## config.mk

```make
export PLATFORM = sky130hd
export DESIGN_NAME = rr_grant_ctrl
export DESIGN_NICKNAME = d
export VERILOG_FILES = /design/src/rtl/rr_grant_ctrl_pkg.sv /design/src/rtl/rr_grant_ctrl_pick.sv /design/src/rtl/rr_grant_ctrl.sv
export SDC_FILE = /design/constraint.sdc
export NUM_CORES = 1
export LEC_CHECK = 0
export CAP_MARGIN = 20
export CORE_MARGIN = 2
export CORE_UTILIZATION = 60
export DETAILED_ROUTE_END_ITERATION = 6
export GPL_TIMING_DRIVEN = 0
export PLACE_DENSITY_LB_ADDON = 0.12
export SLEW_MARGIN = 15
export SYNTH_ARGS = -nofsm -noshare
export SYNTH_HDL_FRONTEND = slang
export SYNTH_SLANG_ARGS = --single-unit
```

## constraint.sdc

```tcl
create_clock -name clk -period 3.68 [get_ports clk]
set_input_delay 0.736 -clock clk [delete_from_list [all_inputs] [get_ports clk]]
set_output_delay 0.736 -clock clk [all_outputs]
set_load 0.03 [all_outputs]
```

## src/rtl/rr_grant_ctrl_pkg.sv

```systemverilog
// Shared types and helpers for the round-robin grant controller.
package rr_grant_ctrl_pkg;

  typedef enum logic [1:0] {
    IDLE = 2'd0,
    LOAD = 2'd1,
    BUSY = 2'd2
  } state_t;

  // A timeout of zero means the owner may hold the resource indefinitely.
  localparam int TIMEOUT_OFF = 0;

  function automatic int clog2_min1(input int value);
    int bits;
    bits = 0;
    for (int i = 0; i < 31; i++) begin
      if ((1 << bits) < value) bits = bits + 1;
    end
    return (bits < 1) ? 1 : bits;
  endfunction

  function automatic int cnt_width(input int timeout_cycles);
    return clog2_min1(timeout_cycles + 1);
  endfunction

endpackage

```

## src/rtl/rr_grant_ctrl_pick.sv

```systemverilog
// Rotating priority encoder: first set request at or above ptr, wrapping to 0.
module rr_pick #(
  parameter int WIDTH = 4,
  parameter int PW    = 2
) (
  input  logic [WIDTH-1:0] req,
  input  logic [PW-1:0]    ptr,
  output logic [WIDTH-1:0] win,
  output logic [PW-1:0]    idx,
  output logic             any
);

  int j;

  always_comb begin
    win = '0;
    idx = '0;
    any = 1'b0;
    j   = 0;
    for (int i = 0; i < WIDTH; i++) begin
      j = int'(ptr) + i;
      if (j >= WIDTH) j = j - WIDTH;
      if (!any && req[j]) begin
        any    = 1'b1;
        win[j] = 1'b1;
        idx    = PW'(j);
      end
    end
  end

endmodule

```

## src/rtl/rr_grant_ctrl.sv

```systemverilog
// Round-robin grant controller: arbitrate, present grant with load until ack,
// then hold ownership until done, request withdrawal or hold timeout.
module rr_grant_ctrl
  import rr_grant_ctrl_pkg::*;
#(
  parameter int WIDTH   = 4,
  parameter int TIMEOUT = 15
) (
  input  logic             clk,
  input  logic             rst,
  input  logic [WIDTH-1:0] req,
  input  logic             ack,
  input  logic             done,
  output logic [WIDTH-1:0] gnt,
  output logic             load,
  output logic             busy,
  output logic             timeout
);

  localparam int PW = clog2_min1(WIDTH);
  localparam int CW = cnt_width(TIMEOUT);
  localparam bit TO_EN = (TIMEOUT != TIMEOUT_OFF);
  localparam logic [CW-1:0] CNT_LAST = CW'(TO_EN ? TIMEOUT - 1 : 0);
  localparam logic [CW-1:0] CNT_MAX  = '1;
  localparam logic [PW-1:0] IDX_LAST = PW'(WIDTH - 1);

  state_t           state;
  logic [PW-1:0]    ptr;
  logic [PW-1:0]    owner;
  logic [CW-1:0]    cnt;
  logic [WIDTH-1:0] pick_win;
  logic [PW-1:0]    pick_idx;
  logic             pick_any;
  logic             owner_req;
  logic             expire;
  logic             release_now;

  rr_pick #(.WIDTH(WIDTH), .PW(PW)) u_pick (
    .req (req),
    .ptr (ptr),
    .win (pick_win),
    .idx (pick_idx),
    .any (pick_any)
  );

  assign owner_req   = req[owner];
  assign expire      = TO_EN && (cnt == CNT_LAST);
  assign release_now = done || !owner_req || expire;

  always_ff @(posedge clk or negedge rst) begin
    if (!rst) begin
      state   <= IDLE;
      gnt     <= '0;
      load    <= 1'b0;
      busy    <= 1'b0;
      timeout <= 1'b0;
      ptr     <= '0;
      owner   <= '0;
      cnt     <= '0;
    end else begin
      timeout <= 1'b0;
      case (state)
        IDLE: begin
          gnt <= '0;
          if (pick_any) begin
            gnt   <= pick_win;
            owner <= pick_idx;
            load  <= 1'b1;
            state <= LOAD;
          end
        end
        LOAD: begin
          // ack beats a dropped request: downstream has already captured gnt.
          if (ack) begin
            load  <= 1'b0;
            busy  <= 1'b1;
            cnt   <= '0;
            state <= BUSY;
          end else if (!owner_req) begin
            load  <= 1'b0;
            gnt   <= '0;
            state <= IDLE;
          end
        end
        BUSY: begin
          cnt <= (cnt == CNT_MAX) ? cnt : cnt + 1'b1;
          if (release_now) begin
            busy    <= 1'b0;
            gnt     <= '0;
            ptr     <= (owner == IDX_LAST) ? '0 : owner + 1'b1;
            timeout <= expire && !done && owner_req;
            state   <= IDLE;
          end
        end
        default: begin
          state <= IDLE;
          gnt   <= '0;
          load  <= 1'b0;
          busy  <= 1'b0;
        end
      endcase
    end
  end

endmodule

```

Yosys cells after proc, flatten, opt, wreduce, memory -nomap -nowiden
Index checks and enable logic that the tools add are counted.

word-level totals
  register bits after elaboration = 17
  bits of input ports = 8

operators by class
  bitwise logic cells = 5
  add/subtract/negate cells = 9
  reduce and logical (&&, ||, !) cells = 25
  equal/unequal tests = 12
  order comparisons = 13
  muxes and demuxes = 61

operator list
  kind                     count
  $ge A32 B1 Y1 const B    4
  $lt A32 B4 Y1 const B    4
  $mux W32                 4
  $ge A32 B4 Y1 const B    3
  $sub A32 B4 Y32 const B  3
  $mux W4                  10
  $mux W1                  24
  $mux W2                  9
  $reduce_and A3 Y1        5
  $ne A2 B2 Y1 const B     6
  $or A4 B4 Y4             3
  $pmux W4 S3              1
  $bmux W1 S2              5
  $logic_and A1 B1 Y1      9
  $demux W1 S2             4
  $eq A4 B4 Y1 const B     2
  $pmux W4 S2              1
  $add A2 B2 Y3 const B    2
  $pmux W1 S3              2
  $pmux W2 S3              1
  $logic_not A1 Y1         5
  $add A4 B1 Y4 const B    1
  $eq A2 B2 Y1 const B     2
  $reduce_and A2 Y1        2
  11 further kinds         13

Depth between registers and ports, before layout
  depth after elaboration = 17
  depth in mapped cells = 10
  gate-level depth less buffers = 7

By module
From an unflattened synthesis, not the netlist that was laid out.

second synthesis, totals
  cells, all modules = 125
  area total of the unflattened synthesis = 1372.6 µm²

modules (own cells, without submodules)
  module         instances  area each (µm²)  seq. area each (µm²)  cells an instance
  rr_grant_ctrl  1          912.1            425.4                 77
  rr_pick        1          460.4            0.0                   48

Worst setup path before layout
Ideal clock, no wire load.

  path kind = reg-to-reg
  from = register ptr[0]
  to = register gnt[0]
  cell stages (with the launch flop) = 11
  library setup time = 126 ps
  arrival = 2266 ps
  slack = 1288 ps
  path buffers = 3
  required time = 3554 ps
  cells stage by stage = dfrtp_1 buf_2 buf_4 inv_1 ha_1 buf_6 mux2_2 and2_4 a211oi_1 a221oi_1 a221o_1

on the way
  longest elaborated chain between the ends = 17
  elaborated cells on any way between the ends = 66
  classes of those cells = add/sub (7); order compare (12); mux (34); bitwise (3); reduce/logical (10)

ends and longest elaborated chain
  item                                                      line                 text
  from (decl)                                               rr_grant_ctrl.sv:28  logic [PW-1:0] ptr;
  from (signal assigned)                                    rr_grant_ctrl.sv:90  ptr <= (owner == IDX_LAST) ? '0 : owner + 1'b1;
  branches (longest 15 deep; another with $sub A32 B4 Y32)  -
  $mux W4 (*)                                               rr_grant_ctrl.sv:65  if (pick_any) begin
  $pmux W4 S3 (*)                                           rr_grant_ctrl.sv:62  case (state)
  to (signal assigned)                                      rr_grant_ctrl.sv:66  gnt <= pick_win;
  to (decl)                                                 rr_grant_ctrl.sv:14  output logic [WIDTH-1:0] gnt,

Every way passes the cells marked *. The select of a mux whose other input is x is not followed.
A chain may end at the register's enable or synchronous reset.

Worst setup path in the final report
Ends and elaborated chain as after synthesis.

==> results.md <==
* Final number of setup-violating endpoints at 0
* DR iter-0 viols at 47
* Seq pwr share at 0.246
* Hold path start: load$_DFFE_PN0P_
* Sequential share of the synthesized area at 0.3202
* Crit path kind: reg -> reg
* Cells after Synth at 142
* Largest net degree at the start of global routing at 18
* Die area at between 2000 and 3000 sq um
* Final Max Slew Viols at 0
* NetSw at 574.2 uW
* Grt ovf at 0
* Clock Sinks at 17
* RePlAce Congestion at ~0.85
* Critical Path Source Type: flop
* Hold WC Path Type: reg -> reg
* F_max at 370.5 MHz
* Clock power share at 0.081
* Routed Antenna Nets at 0
* Vias per cell at 6.280
* CTS root buf: clkbuf_4
* Final worst-path setup slack at between 0.9 and 1 ns
* Endpoint class of the critical path: flop
* Post-synth top area share at 0.3202
* Resized cells post-CTS at 0
* WP data arrival at approximately 2.9 ns
* Drt first pass iters at 4
* Distinct cells, synth at between 40 and 50
* Maximum VDD drop at roughly 0.51 mV
* Crit Reg-Reg Startpoint: ptr[0]$_DFFE_PN0P_
* TritonCTS clock tree: built
* CTS Buf Count at 3
* Setup Skew at ~0.0045 ns
* Die H at about 51 um
* Hold Crit Endpoint: load$_DFFE_PN0P_
* WHS Path Cells at 2
* Share of layout cells above drive strength 1 at 0.1519
* Int Power at between 600 and 700 uW
* Syn nets at between 150 and 200
* # port buffers at 12
* Outcome: finished, final reports clean
* Post-Route Utilization at 0.7036
* Gr usage total at 0.2392
* # H-tree levels at 1
* # IOs at 15
* Crit-path slowest cell: dfrtp_1
* EDFF count, synth at 0
* DR DRC count at 0
* First-pass GRT wire length at just under 5000 um
* Initial antenna violation count at 0
* Launch point of the worst path: ptr[0]$_DFFE_PN0P_
* Via count at between 1000 and 1500
* Leak Pwr at ~0.66 nW
* CP Max Fanout at 10
* Switching part of the total at 0.4638
* #FFs+latches synth at 17
* Worst EP required at 3.87 ns
* Buffers inserted by post-CTS timing repair at 0
* Ys flop type: dfrtp_1
* Reg2reg setup slack at ~1 ns
* Max-cap check violation count at 0
* Die X at 51.06 um
* CTS max path bufs at 2
* Setup_tns at 0 ns
* Vias in the first global route at between 1000 and 1500
* Reg2reg end: gnt[0]$_DFFE_PN0P_
* Hold Fails Final Rpt at 0
* Crit path time final at around 2.7 ns
* Dominant cells by area after synthesis: dfrtp_1, ha_1, mux2_4
* Final wirelength at approximately 2800 um
* Largest stage delay, worst path at ~0.4 ns
* Reg clk slew, reported paths at 0.10 ns
* Post-route clock period utilization at 0.7334
* Row count at 17
* R2r worst-path depth at 10
* Antenna diodes at 0
* Core area at between 2000 and 2500 sq um
* Area grow syn2layout at 13.75%
* Avg Inst Size Synth at 9.358 sq um
* Dpl ws at between 1 and 1.5 ns
* Initial Util at 0.6185
* Top cell type by total area after synthesis: dfrtp_1
* NumNets Final at approximately 170
* CP cell instances: buf_2 > buf_4 > inv_1 > ha_1 > buf_6 > mux2_4 > and3_1 > a211oi_1 > a221oi_1 > a221o_1
* Hold_buf cts at 0
* Unrepaired setup endpoints after global routing: false
* Routed len/inst at between 15 and 20 um
* Clock latency on the worst-skew pair at 0.29 ns
* Ys Warns at 0
* Fraction of registers with async set/reset at 1.000
* Synth Cell Area at 1329 sq um
* # fillers at 167
* Logic gate share of total power at 0.673
* HPWL Detailed at between 2000 and 2500 um
* Worst Tran Pin Value at 0.7728 ns
* Power per cell area at 819.1 nW/um^2
* Slew HR at 0.4832
[cell usage after synthesis (all sizes together), types with 2 or more instances]
library cell / n
a211o: 2
a211oi: 5
a21boi: 2
a21oi: 8
a221o: 4
a221oi: 4
a22o: 3
and3: 4
buf: 5
clkbuf: 3
dfrtp: 17
ha: 7
inv: 11
mux2: 5
mux2i: 5
mux4: 2
nand2: 11
nand2b: 2
nand3: 4
nor2: 10
nor3: 4
o211ai: 4
o21ai: 9
[worst max-delay path by stage]
stage                                    end  slack [ns]
after global routing      gnt[3]$_DFFE_PN0P_        0.80
after CTS                 gnt[0]$_DFFE_PN0P_        0.99
after detailed placement  ptr[1]$_DFFE_PN0P_        1.01
after floorplan           gnt[0]$_DFFE_PN0P_        1.29
after global placement    ptr[1]$_DFFE_PN0P_        1.05
final                     gnt[0]$_DFFE_PN0P_        0.98
[layout make-up]
type / count / area (sq um) / share of cell area
Multi-Input combinational cell: 106 / 804.5 / 0.5323
Sequential cell: 17 / 425.4 / 0.2815
Timing Repair Buffer: 12 / 120.1 / 0.07947
Buffer: 8 / 57.56 / 0.03808
Inverter: 11 / 41.29 / 0.02732
Tap cell: 28 / 35.03 / 0.02318
Clock buffer: 3 / 22.52 / 0.01490
Clock inverter: 1 / 5.005 / 0.003311
[state kept, by name, indices dropped and copies added (netlist names)]
| signal | count |
|---|---|
| owner | 2 |
| cnt | 4 |
| load | 1 |
| state | 2 |
| gnt | 4 |
| ptr | 2 |
| timeout | 1 |
| busy | 1 |
[cells by family after synthesis]
| family | Yosys count | share of synthesized area |
|---|---|---|
| and+or+nand+nor | 41 | 0.1563 |
| adders and majority gates | 7 | 0.06591 |
| DFF | 17 | 0.3202 |
| muxes | 12 | 0.1346 |
| AOI/OAI and AO/OA | 46 | 0.2486 |
| buffers and inverters | 19 | 0.07438 |
[per-layer routing]
layer / routed length (um) / global-route usage / vias to the layer above
met2: 1287 / 0.3680 / 51
met3: 216 / 0.05556 / 4
li1: - / - / 566
met4: 15 / 0.04054 / 0
met1: 1296 / 0.3471 / 547
met5: 0 / 0 / -
[critical path: cells and delay by family, from the launching register on]
family / cells / cell delay [ns]
adders and majority gates: 1 / 0.32
muxes: 1 / 0.35
DFF: 1 / 0.39
buffers and inverters: 4 / 0.67
AOI/OAI and AO/OA: 3 / 0.65
and+or+nand+nor: 1 / 0.20
[power groups by stage]
stage | Clock, mW | Combinational [mW] | Sequential [mW]
floorplan | 0 | 0.589 | 0.349
global placement | 0 | 0.795 | 0.305
detailed placement | 0 | 0.824 | 0.309
CTS | 0.105 | 0.826 | 0.305
global route | 0.111 | 0.909 | 0.313
finish | 0.101 | 0.833 | 0.304
[layout by cell type, fill, tap and decap left out, types with 5 or more instances in the layout]
cell type	netlist	routed
nor2_1	10	10
a21oi_1	8	8
nand2_1	11	11
dfrtp_1	17	17
ha_1	7	7
a211oi_1	5	5
o21ai_0	6	6
clkdlybuf4s50_1	0	12
inv_1	11	11
[stage by stage]
stage	cells	hold WS, ns	total power, mW	instance area [sq um]
final	186	0.5203	1.238	1511
after global placement	182	0.4951	1.100	1484
after floorplan	142	0.4404	0.9379	1329
after global routing	186	0.5506	1.334	1511
after CTS	186	0.5269	1.236	1511
after detailed placement	182	0.4948	1.132	1484
No activity file was read; power rests on OpenSTA's default activity.
==> RTL change (same settings) <==
Re-encode `state_t` (3 states) as one-hot, 3 bits wide.
--- a/src/rtl/rr_grant_ctrl_pkg.sv
+++ b/src/rtl/rr_grant_ctrl_pkg.sv
@@ -1,10 +1,10 @@
 // Shared types and helpers for the round-robin grant controller.
 package rr_grant_ctrl_pkg;
 
-  typedef enum logic [1:0] {
-    IDLE = 2'd0,
-    LOAD = 2'd1,
-    BUSY = 2'd2
+  typedef enum logic [2:0] {
+    IDLE = 3'b001,
+    LOAD = 3'b010,
+    BUSY = 3'b100
   } state_t;
 
   // A timeout of zero means the owner may hold the resource indefinitely.
Check against the original RTL: same outputs for any inputs over 10 cycles, from zero or initial values and one cycle with rst low; not proved beyond that.
==> RTL change against the original RTL <==
  * Sequential cell count grew 1
  * Die area shrank 6.8%
  * Area after synthesis fell by 7.3%
  * Via count down 11%
  * Total power decreased by 8.0%
  * Highest routed layer unchanged
  * Design area decreased by 5.3%
  * Largest cell class unchanged
  * Routed wire length shrank 16%
  * Utilization increased by 3.4 points
  * Fmax shrank 0.49%
  * Critical path type unchanged
  * Worst setup slack worse by 0.013 ns
==> RTL change: results <==
INSERT INTO impl_metrics (metric_group, metric, value, unit) VALUES
('detailed_routing', 'via_per_inst', '6.17', ''),
('yosys', 'post_synth_main_area_contributors', 'dfrtp_1, ha_1, mux4_2', ''),
('layout', 'share_of_layout_cells_above_drive_strength_1', '11.3', '%'),
('sta', 'worst_clock_skew', '0.00980', 'ns'),
('global_route', 'grt_start_max_net_pins', '19', ''),
('pwr', 'power_switching', '509', 'uW'),
('detailed_routing', 'post_drt_wl_per_cell', '14.0', 'um'),
('layout', 'largestRegisters', 'cnt: 4 flops, gnt: 4 flops, state: 3 flops', ''),
('placement', 'place_ws', '0.834', 'ns'),
('yosys', 'syn_nets', '140', ''),
('floorplanning', 'fp.dieW', '49.3', 'um'),
('status', 'outcome', 'finished clean', ''),
('pwr', 'p_leak', '0.000612', 'uW'),
('pwr', 'worst_supply_voltage_drop_on_vdd', '0.524', 'mV'),
('yosys', 'synth_common_cells', 'dfrtp_1, nand2_1, ha_1', ''),
('layout', 'num-nets-final', '159', ''),
('detailed_routing', 'drtIter0Drc', '45', ''),
('sta', 'fmaxAchievable', '369', 'MHz'),
('sta', 'timing.slew.headroom', '46.4', '%'),
('global_route', 'grt_pass1_vias', '975', '');
[RTL change: cell type report]
cell class,instances,area (sq um),area share [%]
Clock buffer,4,26.3,1.84
Buffer,3,18.8,1.31
Multi-Input combinational cell,96,734,51.3
Sequential cell,18,452,31.6
Inverter,7,26.3,1.84
Timing Repair Buffer,14,140,9.79
Tap cell,27,33.8,2.36
[RTL change: power groups by stage]
stage | clock, uW | sequential, uW | combinational, uW
after floorplan | 0 | 365 | 512
after global placement | 0 | 340 | 666
after detailed placement | 0 | 346 | 694
after CTS | 103 | 341 | 698
after global routing | 112 | 353 | 777
final | 102 | 341 | 695
[RTL change: worst paths after layout]
path	start	to	cells after the start
max	ptr[0]	owner[1]	8
min	gnt[0]	gnt[0]	2
max reg2reg	ptr[0]	owner[1]	8
min reg2reg	gnt[0]	gnt[0]	2
max in group asynchronous	rst	gnt[2]	1
min in group asynchronous	rst	cnt[3]	1
[RTL change: metal layers]
metal  part of all wire [%]  global-route usage, %  vias to the layer above
met5                      0                      0                        -
met4                   0.55                   4.29                        0
met3                    4.6                   4.91                        3
met2                     51                   39.2                       34
met1                     44                   30.2                      507
li1                       -                      -                      499
[RTL change: cell families after synthesis]
family / after synthesis
mux: 9
flops: 18
xor+xnor: 2
simple gates: 43
compound gates: 34
fa+ha+maj: 8
buf+inv: 10
[RTL change: metrics by stage]
| stage | util, % | power, uW |
|---|---|---|
| finish | 73.7 | 1140 |
| global route | 73.7 | 1240 |
| CTS | 73.7 | 1140 |
| detailed placement | 72.4 | 1040 |
| global placement | 72.4 | 1010 |
| floorplan | - | 877 |
[RTL change: worst max-delay path: stages (launching register included)]
cell and delay [ns]:
dfrtp_1 0.45, buf_6 0.18, inv_1 0.10, ha_1 0.40, mux4_2 0.64, nor2b_2 0.28, a2bb2oi_1 0.31, o22ai_1 0.13
nor3_1 0.15
